[src/rtl/hps_reset_pkg.sv]
// Shared definitions for the HPS warm/cold reset responder: state encoding,
// parameter defaults and the state-to-output decode used by the top level.
package hps_reset_pkg;

    typedef enum logic [2:0] {
        ST_IDLE    = 3'd0,
        ST_QUIESCE = 3'd1,
        ST_ACK     = 3'd2,
        ST_COLD    = 3'd3,
        ST_RELEASE = 3'd4
    } state_t;

    localparam int DEF_SYNC_STAGES = 2;
    localparam int DEF_ACK_TIMEOUT = 1024;
    localparam int DEF_RST_EXT     = 16;

    typedef struct packed {
        logic ack_n;
        logic quiesce;
        logic fpga_reset_n;
    } out_t;

    // One counter serves both the quiesce timeout and the release stretch.
    function automatic int cnt_width(input int a, input int b);
        return $clog2(((a > b) ? a : b) + 1);
    endfunction

    function automatic out_t decode_outputs(input state_t s);
        out_t o;
        o.ack_n        = (s != ST_ACK);
        o.quiesce      = (s == ST_QUIESCE) || (s == ST_ACK);
        o.fpga_reset_n = (s == ST_IDLE) || (s == ST_QUIESCE);
        return o;
    endfunction

endpackage

[src/rtl/hps_reset_sync.sv]
// Single-bit multi-stage synchronizer; every stage resets to 1 so an
// active-low HPS request never appears asserted out of reset.
module hps_reset_sync #(
    parameter int STAGES = 2
) (
    input  logic i_clk,
    input  logic i_rst_n,
    input  logic i_d,
    output logic o_q
);

    logic [STAGES-1:0] r_sync;

    always_ff @(posedge i_clk or negedge i_rst_n) begin
        if (!i_rst_n) begin
            r_sync <= '1;
        end else begin
            r_sync <= {r_sync[STAGES-2:0], i_d};
        end
    end

    assign o_q = r_sync[STAGES-1];

endmodule

[src/rtl/hps_reset_responder.sv]
// Answers HPS warm-reset requests by quiescing the fabric, acknowledging,
// and stretching fpga_reset_n; an HPS cold reset overrides everything.
module hps_reset_responder
    import hps_reset_pkg::*;
#(
    parameter int SYNC_STAGES = DEF_SYNC_STAGES,
    parameter int ACK_TIMEOUT = DEF_ACK_TIMEOUT,
    parameter int RST_EXT     = DEF_RST_EXT
) (
    input  logic clock_clk,
    input  logic reset_reset_n,
    input  logic h2f_pending_rst_req_n,
    input  logic h2f_cold_rst_n,
    input  logic fpga_idle,
    output logic f2h_pending_rst_ack_n,
    output logic fpga_quiesce,
    output logic fpga_reset_n,
    output logic timeout_flag
);

    localparam int CW      = cnt_width(ACK_TIMEOUT, RST_EXT);
    localparam int CNT_MAX = (ACK_TIMEOUT > RST_EXT) ? ACK_TIMEOUT : RST_EXT;
    localparam logic [CW-1:0] ACK_LAST = CW'(ACK_TIMEOUT - 1);
    localparam logic [CW-1:0] REL_LAST = CW'(RST_EXT - 1);
    localparam logic [CW-1:0] CNT_TOP  = CW'(CNT_MAX);
    localparam logic [CW-1:0] CNT_ONE  = CW'(1);

    logic          w_reqS;
    logic          w_coldS;
    state_t        r_state;
    state_t        w_stateNext;
    logic [CW-1:0] r_cnt;
    logic [CW-1:0] w_cntNext;
    logic [CW-1:0] w_cntInc;
    logic          w_setTimeout;
    logic          w_clrTimeout;
    out_t          w_outNext;
    logic          r_ackN;
    logic          r_quiesce;
    logic          r_fpgaRstN;
    logic          r_timeout;

    hps_reset_sync #(.STAGES(SYNC_STAGES)) u_reqSync (
        .i_clk   (clock_clk),
        .i_rst_n (reset_reset_n),
        .i_d     (h2f_pending_rst_req_n),
        .o_q     (w_reqS)
    );

    hps_reset_sync #(.STAGES(SYNC_STAGES)) u_coldSync (
        .i_clk   (clock_clk),
        .i_rst_n (reset_reset_n),
        .i_d     (h2f_cold_rst_n),
        .o_q     (w_coldS)
    );

    assign w_cntInc = (r_cnt == CNT_TOP) ? r_cnt : r_cnt + CNT_ONE;

    always_comb begin
        w_stateNext  = r_state;
        w_cntNext    = r_cnt;
        w_setTimeout = 1'b0;
        w_clrTimeout = 1'b0;
        case (r_state)
            ST_IDLE: begin
                if (!w_reqS) begin
                    w_stateNext  = ST_QUIESCE;
                    w_cntNext    = '0;
                    w_clrTimeout = 1'b1;
                end
            end
            ST_QUIESCE: begin
                w_cntNext = w_cntInc;
                if (w_reqS) begin
                    w_stateNext = ST_IDLE;
                    w_cntNext   = '0;
                end else if (fpga_idle) begin
                    w_stateNext = ST_ACK;
                    w_cntNext   = '0;
                end else if (r_cnt == ACK_LAST) begin
                    w_stateNext  = ST_ACK;
                    w_cntNext    = '0;
                    w_setTimeout = 1'b1;
                end
            end
            ST_ACK: begin
                if (w_reqS) begin
                    w_stateNext = ST_RELEASE;
                    w_cntNext   = '0;
                end
            end
            ST_COLD: begin
                if (w_coldS) begin
                    w_stateNext = ST_RELEASE;
                    w_cntNext   = '0;
                end
            end
            ST_RELEASE: begin
                if (r_cnt == REL_LAST) begin
                    w_stateNext = ST_IDLE;
                    w_cntNext   = '0;
                end else begin
                    w_cntNext = w_cntInc;
                end
            end
            default: begin
                w_stateNext = ST_RELEASE;
                w_cntNext   = '0;
            end
        endcase
        // Cold reset wins over any handshake in progress, including a timeout.
        if (!w_coldS) begin
            w_stateNext  = ST_COLD;
            w_cntNext    = '0;
            w_setTimeout = 1'b0;
            w_clrTimeout = 1'b0;
        end
    end

    assign w_outNext = decode_outputs(w_stateNext);

    always_ff @(posedge clock_clk or negedge reset_reset_n) begin
        if (!reset_reset_n) begin
            r_state    <= ST_RELEASE;
            r_cnt      <= '0;
            r_ackN     <= 1'b1;
            r_quiesce  <= 1'b0;
            r_fpgaRstN <= 1'b0;
            r_timeout  <= 1'b0;
        end else begin
            r_state    <= w_stateNext;
            r_cnt      <= w_cntNext;
            r_ackN     <= w_outNext.ack_n;
            r_quiesce  <= w_outNext.quiesce;
            r_fpgaRstN <= w_outNext.fpga_reset_n;
            if (w_setTimeout) begin
                r_timeout <= 1'b1;
            end else if (w_clrTimeout) begin
                r_timeout <= 1'b0;
            end
        end
    end

    assign f2h_pending_rst_ack_n = r_ackN;
    assign fpga_quiesce          = r_quiesce;
    assign fpga_reset_n          = r_fpgaRstN;
    assign timeout_flag          = r_timeout;

endmodule

[config.mk]
export PLATFORM = sky130hd
export DESIGN_NAME = hps_reset_responder
export DESIGN_NICKNAME = d
export VERILOG_FILES = /design/src/rtl/hps_reset_pkg.sv /design/src/rtl/hps_reset_sync.sv /design/src/rtl/hps_reset_responder.sv
export SDC_FILE = /design/constraint.sdc
export NUM_CORES = 1
export LEC_CHECK = 0
export ABC_AREA = 1
export BUFFER_PORTS_ARGS = -buffer_cell sky130_fd_sc_hd__buf_2
export CAP_MARGIN = 40
export CORE_MARGIN = 1
export CORE_UTILIZATION = 58
export CTS_CLUSTER_SIZE = 40
export DETAILED_ROUTE_END_ITERATION = 12
export PLACE_DENSITY = 0.85
export SLEW_MARGIN = 20
export SYNTH_ARGS = -nofsm -noshare
export SYNTH_HDL_FRONTEND = slang
export SYNTH_SLANG_ARGS = --single-unit
[constraint.sdc]
create_clock -name clock_clk -period 1.55 [get_ports clock_clk]
set_input_delay 0.0775 -clock clock_clk [delete_from_list [all_inputs] [get_ports clock_clk]]
set_output_delay 0.0775 -clock clock_clk [all_outputs]
set_load 0.01 [all_outputs]
==> results by group, run 1 <==
Status
  • Run status: completed

Logic synthesis
  • Synthesis-stage register bit count: 22
  • Synth unique cells: 23
  • Async SR Flop Fraction: 1.00
  • Synth area leader: dfrtp_1
  • Mapped Cells: 173
  • Synth top area share: 0.308
  • Syn Nets: 180
  • Syn_area_per_cell: 7.51 um^2
  • Area contributors post-synth: dfrtp_1, nand2_1, dfstp_2
  • Sequential share of the synthesized area: 0.429
  • Number of enable flip-flop cells after synthesis: 0
  • Synthesis warning total: 0
  • Post-synth top flop: dfrtp_1
  • Synth Cell Area: 1300 um^2

Final layout
  • Non-Filler Instances: 218
  • Area growth from synthesis to layout: 18.5%
  • Most common cell after layout, fill and taps aside: nand2_1
  • Share of cells above drive strength 1: 0.272
  • Final instance area: 1540 um^2
  • Most frequent cells in the layout: nand2_1, inv_1, nor2_1
  • Final #Nets: 199
  • N_diodes: 0

STA
  • Fin. max-slew vios: 0
  • Worst-margin pin slew: 0.492 ns
  • Final setup skew: 0.00901 ns
  • Worst setup margin: 0.0378 ns
  • Final Hold Viols: 0
  • Period utilization: 0.976
  • Setup Viol. Count Final: 0
  • Rel. slew slack: 0.672
  • Highest Clock Rate: 0.661 GHz
  • Worst hold slack: 0.0497 ns
  • Unrepaired setup endpoints after global routing: yes
  • Final min period: 1.51 ns

Worst hold path
  • Min-Delay Path Depth: 4
  • Hold wc startpoint: fpga_idle
  • Hold EP: timeout_flag
  • Worst hold path class: input pin to flip-flop

Placed design
  • IO buf count: 8
  • Post-DP HPWL: 2.02 mm
  • Place WS: -0.0647 ns
  • RePlAce Congestion: 0.910
  • Placed Instance Area: 1380 um^2
  • Placed Cells incl. Taps: 209

GRT
  • Tot GR Track Use: 0.250
  • GRT overflow: 0
  • Vias in the first global route: 1,048
  • Initial antenna violation count: 0
  • Pin count of the biggest net entering global routing: 23
  • First-pass GRT wire length: 4.55 mm

Pwr
  • Leakage: 0.000747 uW
  • Worst VDD drop: 608 uV
  • Pwr Total: 1260 uW
  • PD cells: 820 nW/um^2

Setup path
  • CP Launch Type: flip-flop
  • Worst EP required: 1.79 ns
  • Worst R2R End: r_cnt[10]
  • Crit. End Element: flip-flop
  • CP max FO: 4
  • Register-to-register setup slack: 0.04 ns
  • Crit Reg-Reg Startpoint: r_cnt[1]
  • Buffers plus inverters on the worst setup path: 1
  • CP arrival: 1.76 ns
  • Worst path max stage delay: 0.44 ns
  • WS Path Type: flip-flop to flip-flop
  • CP max stage cell: dfrtp_1
  • CP Cell Sequence: ha_4, nand2_2, nor2_4, buf_4, nand2_1, o21ai_1, nand3_1, o21ai_2
  • CP top delay family: flip-flops
  • R2R depth: 8

Routing
  • Antenna viol nets, final: 0
  • Drt wl/cell: 13.3 um
  • Residual DRC: 0
  • Via count: 1,178
  • DR iter-0 viols: 68
  • Vias per std cell: 5.40
  • Detailed-router iteration count before antenna repair: 4
  • Final WL: 2.91 mm

Die
  • Core box area: 2040 um^2
  • DIE HEIGHT: 49.3 um
  • Io pins: 9
  • DIE AREA: 2430 um^2
  • Die width: 49.3 um
  • FP Rows: 16
  • Initial Util: 0.637

Clocking
  • TritonCTS Sinks: 22
  • H-tree levels: 1
  • Cts bufs inserted: 3
  • Worst-path clk slew: 0.13 ns
  • CTS tree: yes
  • Worst-Skew Late Latency: 0.32 ns
  • CTS Root Cell: clkbuf_4
  • Clock buffer depth: 2

Run
  • Maxcap violations: 0
==> metrics by stage <==
stage          TNS (ns)  utilization
2_1_floorplan         0            -
3_3_place_gp          0        0.675
3_5_place_dp    -0.0647        0.675
4_1_cts               0        0.720
5_1_grt          -0.245        0.754
6_report              0        0.754
==> registers in the layout, summed over array words and instances, names as in the netlist <==
register / cells
timeout_flag: 1
u_coldSync.r_sync: 2
r_cnt: 11
r_state: 3
fpga_reset_n: 1
fpga_quiesce: 1
f2h_pending_rst_ack_n: 1
u_reqSync.r_sync: 2
==> routing by layer <==
| layer | global-route usage | part of all wire | vias up |
|---|---|---|---|
| met2 | 0.388 | 0.48 | 49 |
| met1 | 0.335 | 0.42 | 540 |
| met5 | 0 | 0 | - |
| li1 | - | - | 584 |
| met3 | 0.0561 | 0.086 | 5 |
| met4 | 0.0980 | 0.014 | 0 |
==> tightest hold or removal path: cells and delay by family <==
kind,cells,cell delay (ns)
and+or+nand+nor,2,0.11
buffers and inverters,1,0.10
AOI/OAI and AO/OA,1,0.06
==> layout make-up <==
class,count,area [um^2]
clock inverter,1,30.0
timing repair buffer,16,108
sequential,22,559
multi-input combinational,126,701
clock buffer,3,22.5
inverter,23,86.3
tap,27,33.8
fill,149,502
==> what timing repair did <==
action | CTS | global route
endpoints found under the hold margin | 18 | 0
buffers inserted | 1 | 1
resized for setup | 3 | 17
hold buffers | 3 | 0
pin swaps | 1 | 4
setup endpoints to repair | 2 | 13
==> where the power goes <==
part | internal [uW] | switching [uW] | total, uW
combinational | 70.4 | 113 | 183
clock | 262 | 180 | 442
sequential | 612 | 26.8 | 638
==> worst max path at each step <==
stage / slack, ns / from / end / cells past startpoint
floorplan: 0.15 / r_cnt[0] / r_cnt[2] / 8
global placement: 0.04 / r_cnt[0] / r_cnt[10] / 8
detailed placement: -0.06 / r_cnt[0] / r_cnt[10] / 8
CTS: 0.003 / r_cnt[1] / r_cnt[2] / 8
global route: -0.04 / r_cnt[0] / r_cnt[2] / 9
finish: 0.04 / r_cnt[1] / r_cnt[10] / 8
==> synthesized netlist by cell type, drive strengths merged, types with 2 or more instances <==
master	n
buf	2
dfrtp	16
dfstp	6
ha	2
inv	23
nand2	56
nand3	22
nand4	6
nor2	26
o21ai	7
==> logic make-up (layout without fill, tap and decap cells) <==
family,count (synthesis),count (layout),synth area share
AO/OA/AOI/OAI,11,11,0.0568
adder cells (fa/ha/maj),2,2,0.0192
flip-flops,22,22,0.429
buffers and inverters,25,43,0.0808
AND/OR/NAND/NOR,113,113,0.414
Power figures use the tool's default switching activity.
==> run 2: changes to the inputs <==
- CORE_MARGIN: 1 -> 2
==> results by group, run 2 (synthesized netlist as in run 1, its figures left out) <==
Status
  • Run status: completed

STA
  • Final setup skew: 0.00747 ns
  • Setup Viol. Count Final: 0
  • Highest Clock Rate: 0.661 GHz
  • Final min period: 1.51 ns
  • Final Hold Viols: 0
  • Worst-margin pin slew: 0.475 ns
  • Fin. max-slew vios: 0
  • Rel. slew slack: 0.683
  • Unrepaired setup endpoints after global routing: yes
  • Period utilization: 0.976

Routing
  • Met3 WL: 170 um
  • Antenna viol nets, final: 0
  • M1 WL: 1.23 mm
  • Top Metal Used: met4
  • Final WL: 2.84 mm
  • Residual DRC: 0
  • Vias per std cell: 5.51
  • Detailed-router iteration count before antenna repair: 4
  • Drt wl/cell: 13.1 um
  • Via count: 1,195
  • WL met2: 1.37 mm
  • DR iter-0 viols: 65

Placed design
  • IO buf count: 8
  • Post-DP HPWL: 1.95 mm
  • Placed Instance Area: 1360 um^2
  • RePlAce Congestion: 0.908
  • Placed Cells incl. Taps: 208

Pwr
  • Clock Power Share: 0.352
  • Combinational power share: 0.142
  • Worst VDD drop: 764 uV
  • PD cells: 830 nW/um^2
  • Net switching power: 331 uW
  • Sequential share of power: 0.506
  • Switch share: 0.260
  • Leakage: 0.000755 uW
  • P_int: 940 uW

GRT
  • Initial antenna violation count: 0
  • Tot GR Track Use: 0.238
  • Pin count of the biggest net entering global routing: 23
  • First-pass GRT wire length: 4.61 mm
  • Vias in the first global route: 1,111
  • GRT overflow: 0

Final layout
  • Final Core Density: 0.706
  • Final #Nets: 197
  • Area growth from synthesis to layout: 17.8%
  • N_diodes: 0
  • Share of cells above drive strength 1: 0.270
  • Max reg flops: 11
  • Top Registers: r_cnt: 11 flops, r_state: 3 flops
  • Most common cell after layout, fill and taps aside: nand2_1
  • FF+latch area: 561 um^2
  • # fillers: 169
  • Non-Filler Instances: 217
  • Most frequent cells in the layout: nand2_1, inv_1, nor2_1
  • Area occupied by multi-input gates: 704 um^2
  • Register with the most flip-flops: r_cnt
  • Final instance area: 1530 um^2

Die
  • Initial Util: 0.599
  • Core box area: 2170 um^2
  • Die width: 51.3 um
  • DIE AREA: 2640 um^2
  • FP Rows: 17
  • DIE HEIGHT: 51.3 um
  • Io pins: 9

Setup path
  • Crit. End Element: flip-flop
  • R2R depth: 8
  • CP max FO: 7
  • CP Launch Type: flip-flop
  • WS Path Type: flip-flop to flip-flop
  • Crit Reg-Reg Startpoint: r_cnt[0]
  • Worst R2R End: r_cnt[2]
  • CP arrival: 1.73 ns
  • Setup crit start: r_cnt[0]
  • Register-to-register setup slack: 0.04 ns
  • Worst EP required: 1.77 ns

Clocking
  • Worst-Skew Late Latency: 0.33 ns
  • Clock buffer depth: 2
  • CTS tree: yes
  • Cts bufs inserted: 3
  • TritonCTS Sinks: 22
  • Worst-path clk slew: 0.12 ns
  • CTS Root Cell: clkbuf_4
  • H-tree levels: 1

Worst hold path
  • Hold wc startpoint: fpga_idle
  • Worst hold path class: input pin to flip-flop
  • Min-Delay Path Depth: 4
  • Hold EP: timeout_flag

Run
  • Maxcap violations: 0
-- run 2: cell types whose count changed in the layout (fill, tap and decap cells not counted), sizes merged --
cell | before | now
buf | 13 | 11
-- run 2: per-stage QoR --
step	TNS (ns)	hold WS (ns)	total power, uW	setup WS, ns
floorplan	0	-0.218	760	0.152
global placement	0	0.0509	804	0.0364
detailed placement	-0.0156	0.0619	811	-0.0156
CTS	0	0.0411	1260	0.00356
global route	-0.328	0.0708	1320	-0.0490
finish	0	0.0464	1270	0.0374
-- run 2: power groups by stage --
stage | Combinational, uW | Clock [uW] | Sequential, uW
6_report | 180 | 448 | 643
4_1_cts | 170 | 453 | 638
3_3_place_gp | 157 | 0 | 647
3_5_place_dp | 163 | 0 | 648
2_1_floorplan | 112 | 0 | 648
5_1_grt | 200 | 472 | 648
-- run 2: worst max-delay path by stage --
stage / end / slack [ns]
global route: r_cnt[1] / -0.05
global placement: r_cnt[2] / 0.04
detailed placement: r_cnt[2] / -0.02
CTS: r_cnt[2] / 0.004
floorplan: r_cnt[2] / 0.15
finish: r_cnt[2] / 0.04
-- run 2: layout make-up --
type                    count  share of cell area
multi-input cells         126               0.460
flip-flops and latches     22               0.366
repair buffers             14              0.0605
inverters                  23              0.0564
well taps                  28              0.0229
clock inverters             1              0.0196
clock buffers               3              0.0147
-- run 2: repair_timing --
action,CTS,global route
pin swaps,2,11
setup endpoints to repair,4,15
buffers inserted,2,0
resized for setup,2,20
hold endpoints to repair,18,0
hold buffers,3,0
-- run 2: per-layer routing --
layer	GRT usage	vias up
li1	-	580
met1	0.307	560
met2	0.390	46
met3	0.0380	9
met4	0.118	0
met5	0	-
-- run 2: worst max-delay path, cell delays in order (launching register included) --
cell	delay (ns)
dfrtp_1	0.45
ha_4	0.19
nand2_4	0.05
nor2_4	0.12
nand3_2	0.12
nand2_2	0.12
nand2_4	0.07
o21bai_4	0.22
nor2_1	0.07
==> run 3: changes to the inputs <==
- BUFFER_PORTS_ARGS: -buffer_cell sky130_fd_sc_hd__buf_2 -> not set
- CORE_MARGIN: 2 -> not set
- CORE_UTILIZATION: 58 -> 61
- DONT_BUFFER_PORTS: not set -> 1
- TNS_END_PERCENT: not set -> 30
==> results by group, run 3 (synthesized netlist as in run 1, its figures left out) <==
Placed design
  • Post-DP HPWL: 1.84 mm
  • Placed Cells incl. Taps: 198
  • Placed Instance Area: 1320 um^2
  • IO buf count: 0
  • RePlAce Congestion: 0.949
  • Place WS: 0.00424 ns

Routing
  • Antenna viol nets, final: 0
  • Drt wl/cell: 12.5 um
  • Residual DRC: 0
  • Via count: 1,141
  • Vias per std cell: 5.43
  • Final WL: 2.62 mm
  • DR iter-0 viols: 57
  • Detailed-router iteration count before antenna repair: 4

STA
  • Unrepaired setup endpoints after global routing: yes
  • Setup Viol. Count Final: 0
  • Highest Clock Rate: 0.657 GHz
  • Fin. max-slew vios: 0
  • Worst-margin pin slew: 0.481 ns
  • Worst setup margin: 0.0271 ns
  • Final min period: 1.52 ns
  • Worst hold slack: 0.0449 ns
  • Setup_tns: 0 ns
  • Period utilization: 0.983
  • Final setup skew: 0.00397 ns
  • Final Hold Viols: 0
  • Rel. slew slack: 0.678

Final layout
  • N_diodes: 0
  • Non-Filler Instances: 210
  • Most frequent cells in the layout: nand2_1, inv_1, nor2_1
  • Final #Nets: 191
  • Share of cells above drive strength 1: 0.208
  • Top Registers: r_cnt: 11 flops, r_state: 3 flops
  • Most common cell after layout, fill and taps aside: nand2_1
  • Register with the most flip-flops: r_cnt
  • Final instance area: 1460 um^2
  • Max reg flops: 11
  • Area growth from synthesis to layout: 12.6%

Pwr
  • Leakage: 0.000710 uW
  • PD cells: 768 nW/um^2
  • Worst VDD drop: 679 uV

Die
  • FP Rows: 16
  • DIE HEIGHT: 48.2 um
  • Initial Util: 0.656
  • Die width: 48.2 um
  • Io pins: 9
  • DIE AREA: 2320 um^2
  • Core box area: 1980 um^2

Setup path
  • R2R depth: 8
  • CP Capture Point: r_cnt[5]
  • Worst R2R End: r_cnt[5]
  • Setup crit start: r_cnt[0]
  • Worst EP required: 1.76 ns
  • Crit. End Element: flip-flop
  • CP max FO: 7
  • Crit Reg-Reg Startpoint: r_cnt[0]
  • CP arrival: 1.74 ns
  • Register-to-register setup slack: 0.03 ns
  • WS Path Type: flip-flop to flip-flop
  • CP Launch Type: flip-flop

GRT
  • Tot GR Track Use: 0.252
  • Pin count of the biggest net entering global routing: 23
  • Vias in the first global route: 945
  • Initial antenna violation count: 0
  • GRT overflow: 0
  • First-pass GRT wire length: 3.91 mm

Worst hold path
  • Hold wc startpoint: fpga_idle
  • Worst hold path class: input pin to flip-flop

Clocking
  • TritonCTS Sinks: 22
  • Worst-Skew Late Latency: 0.32 ns
  • CTS Root Cell: clkbuf_4
  • Cts bufs inserted: 3
  • Worst-path clk slew: 0.12 ns
  • H-tree levels: 1
  • CTS tree: yes
  • Clock buffer depth: 2

Status
  • Run status: completed

Run
  • Maxcap violations: 0
run 3: power by group:
part	internal, uW	leakage, uW	switching (uW)
logic	57.8	0.000410	97.9
clock network	144	0.0000210	175
registers	612	0.000279	36.7
run 3: how the worst min path moves through the flow:
| stage | endpoint | slack (ns) | cells past startpoint |
|---|---|---|---|
| final | f2h_pending_rst_ack_n | 0.04 | 5 |
| after CTS | f2h_pending_rst_ack_n | 0.02 | 5 |
| after global placement | fpga_reset_n | -0.22 | 0 |
| after floorplan | fpga_quiesce | -0.22 | 0 |
| after detailed placement | fpga_reset_n | -0.22 | 0 |
| after global routing | f2h_pending_rst_ack_n | 0.08 | 5 |
run 3: critical path, cell delays in order, from the launching register on:
cell      delay, ns
dfrtp_1        0.41
ha_2           0.23
nand2_2        0.07
nor2_4         0.14
nand3_2        0.12
nand2_2        0.11
nand2_4        0.07
o21bai_4       0.20
nor2_1         0.07
run 3: repair_timing:
| action | 4_1_cts | 5_1_grt |
|---|---|---|
| setup endpoints to repair | 6 | 15 |
| gates resized for setup | 1 | 12 |
| buffers inserted | 1 | 2 |
| pin swaps | 2 | 5 |
| hold endpoints to repair | 25 | 0 |
| hold buffers | 4 | 0 |
run 3: final cells by class:
cell class | count | area, um^2
multi-input combinational | 126 | 672
sequential | 22 | 558
fill | 128 | 518
inverter | 23 | 86.3
timing repair buffer | 8 | 77.6
clock buffer | 4 | 36.3
tap | 27 | 33.8
run 3: routing by layer:
| layer | share of wire | up-vias | routed length, um | track usage |
|---|---|---|---|---|
| met4 | 0.012 | 0 | 32 | 0.0944 |
| met3 | 0.083 | 8 | 218 | 0.0630 |
| li1 | - | 567 | - | - |
| met1 | 0.45 | 515 | 1170 | 0.364 |
| met2 | 0.46 | 51 | 1190 | 0.365 |
| met5 | 0 | - | 0 | 0 |
run 3: per-stage QoR:
| stage | total power (uW) | util |
|---|---|---|
| after floorplan | 760 | - |
| after global routing | 1180 | 0.739 |
| after detailed placement | 782 | 0.664 |
| final | 1120 | 0.739 |
| after global placement | 777 | 0.664 |
| after CTS | 1120 | 0.707 |
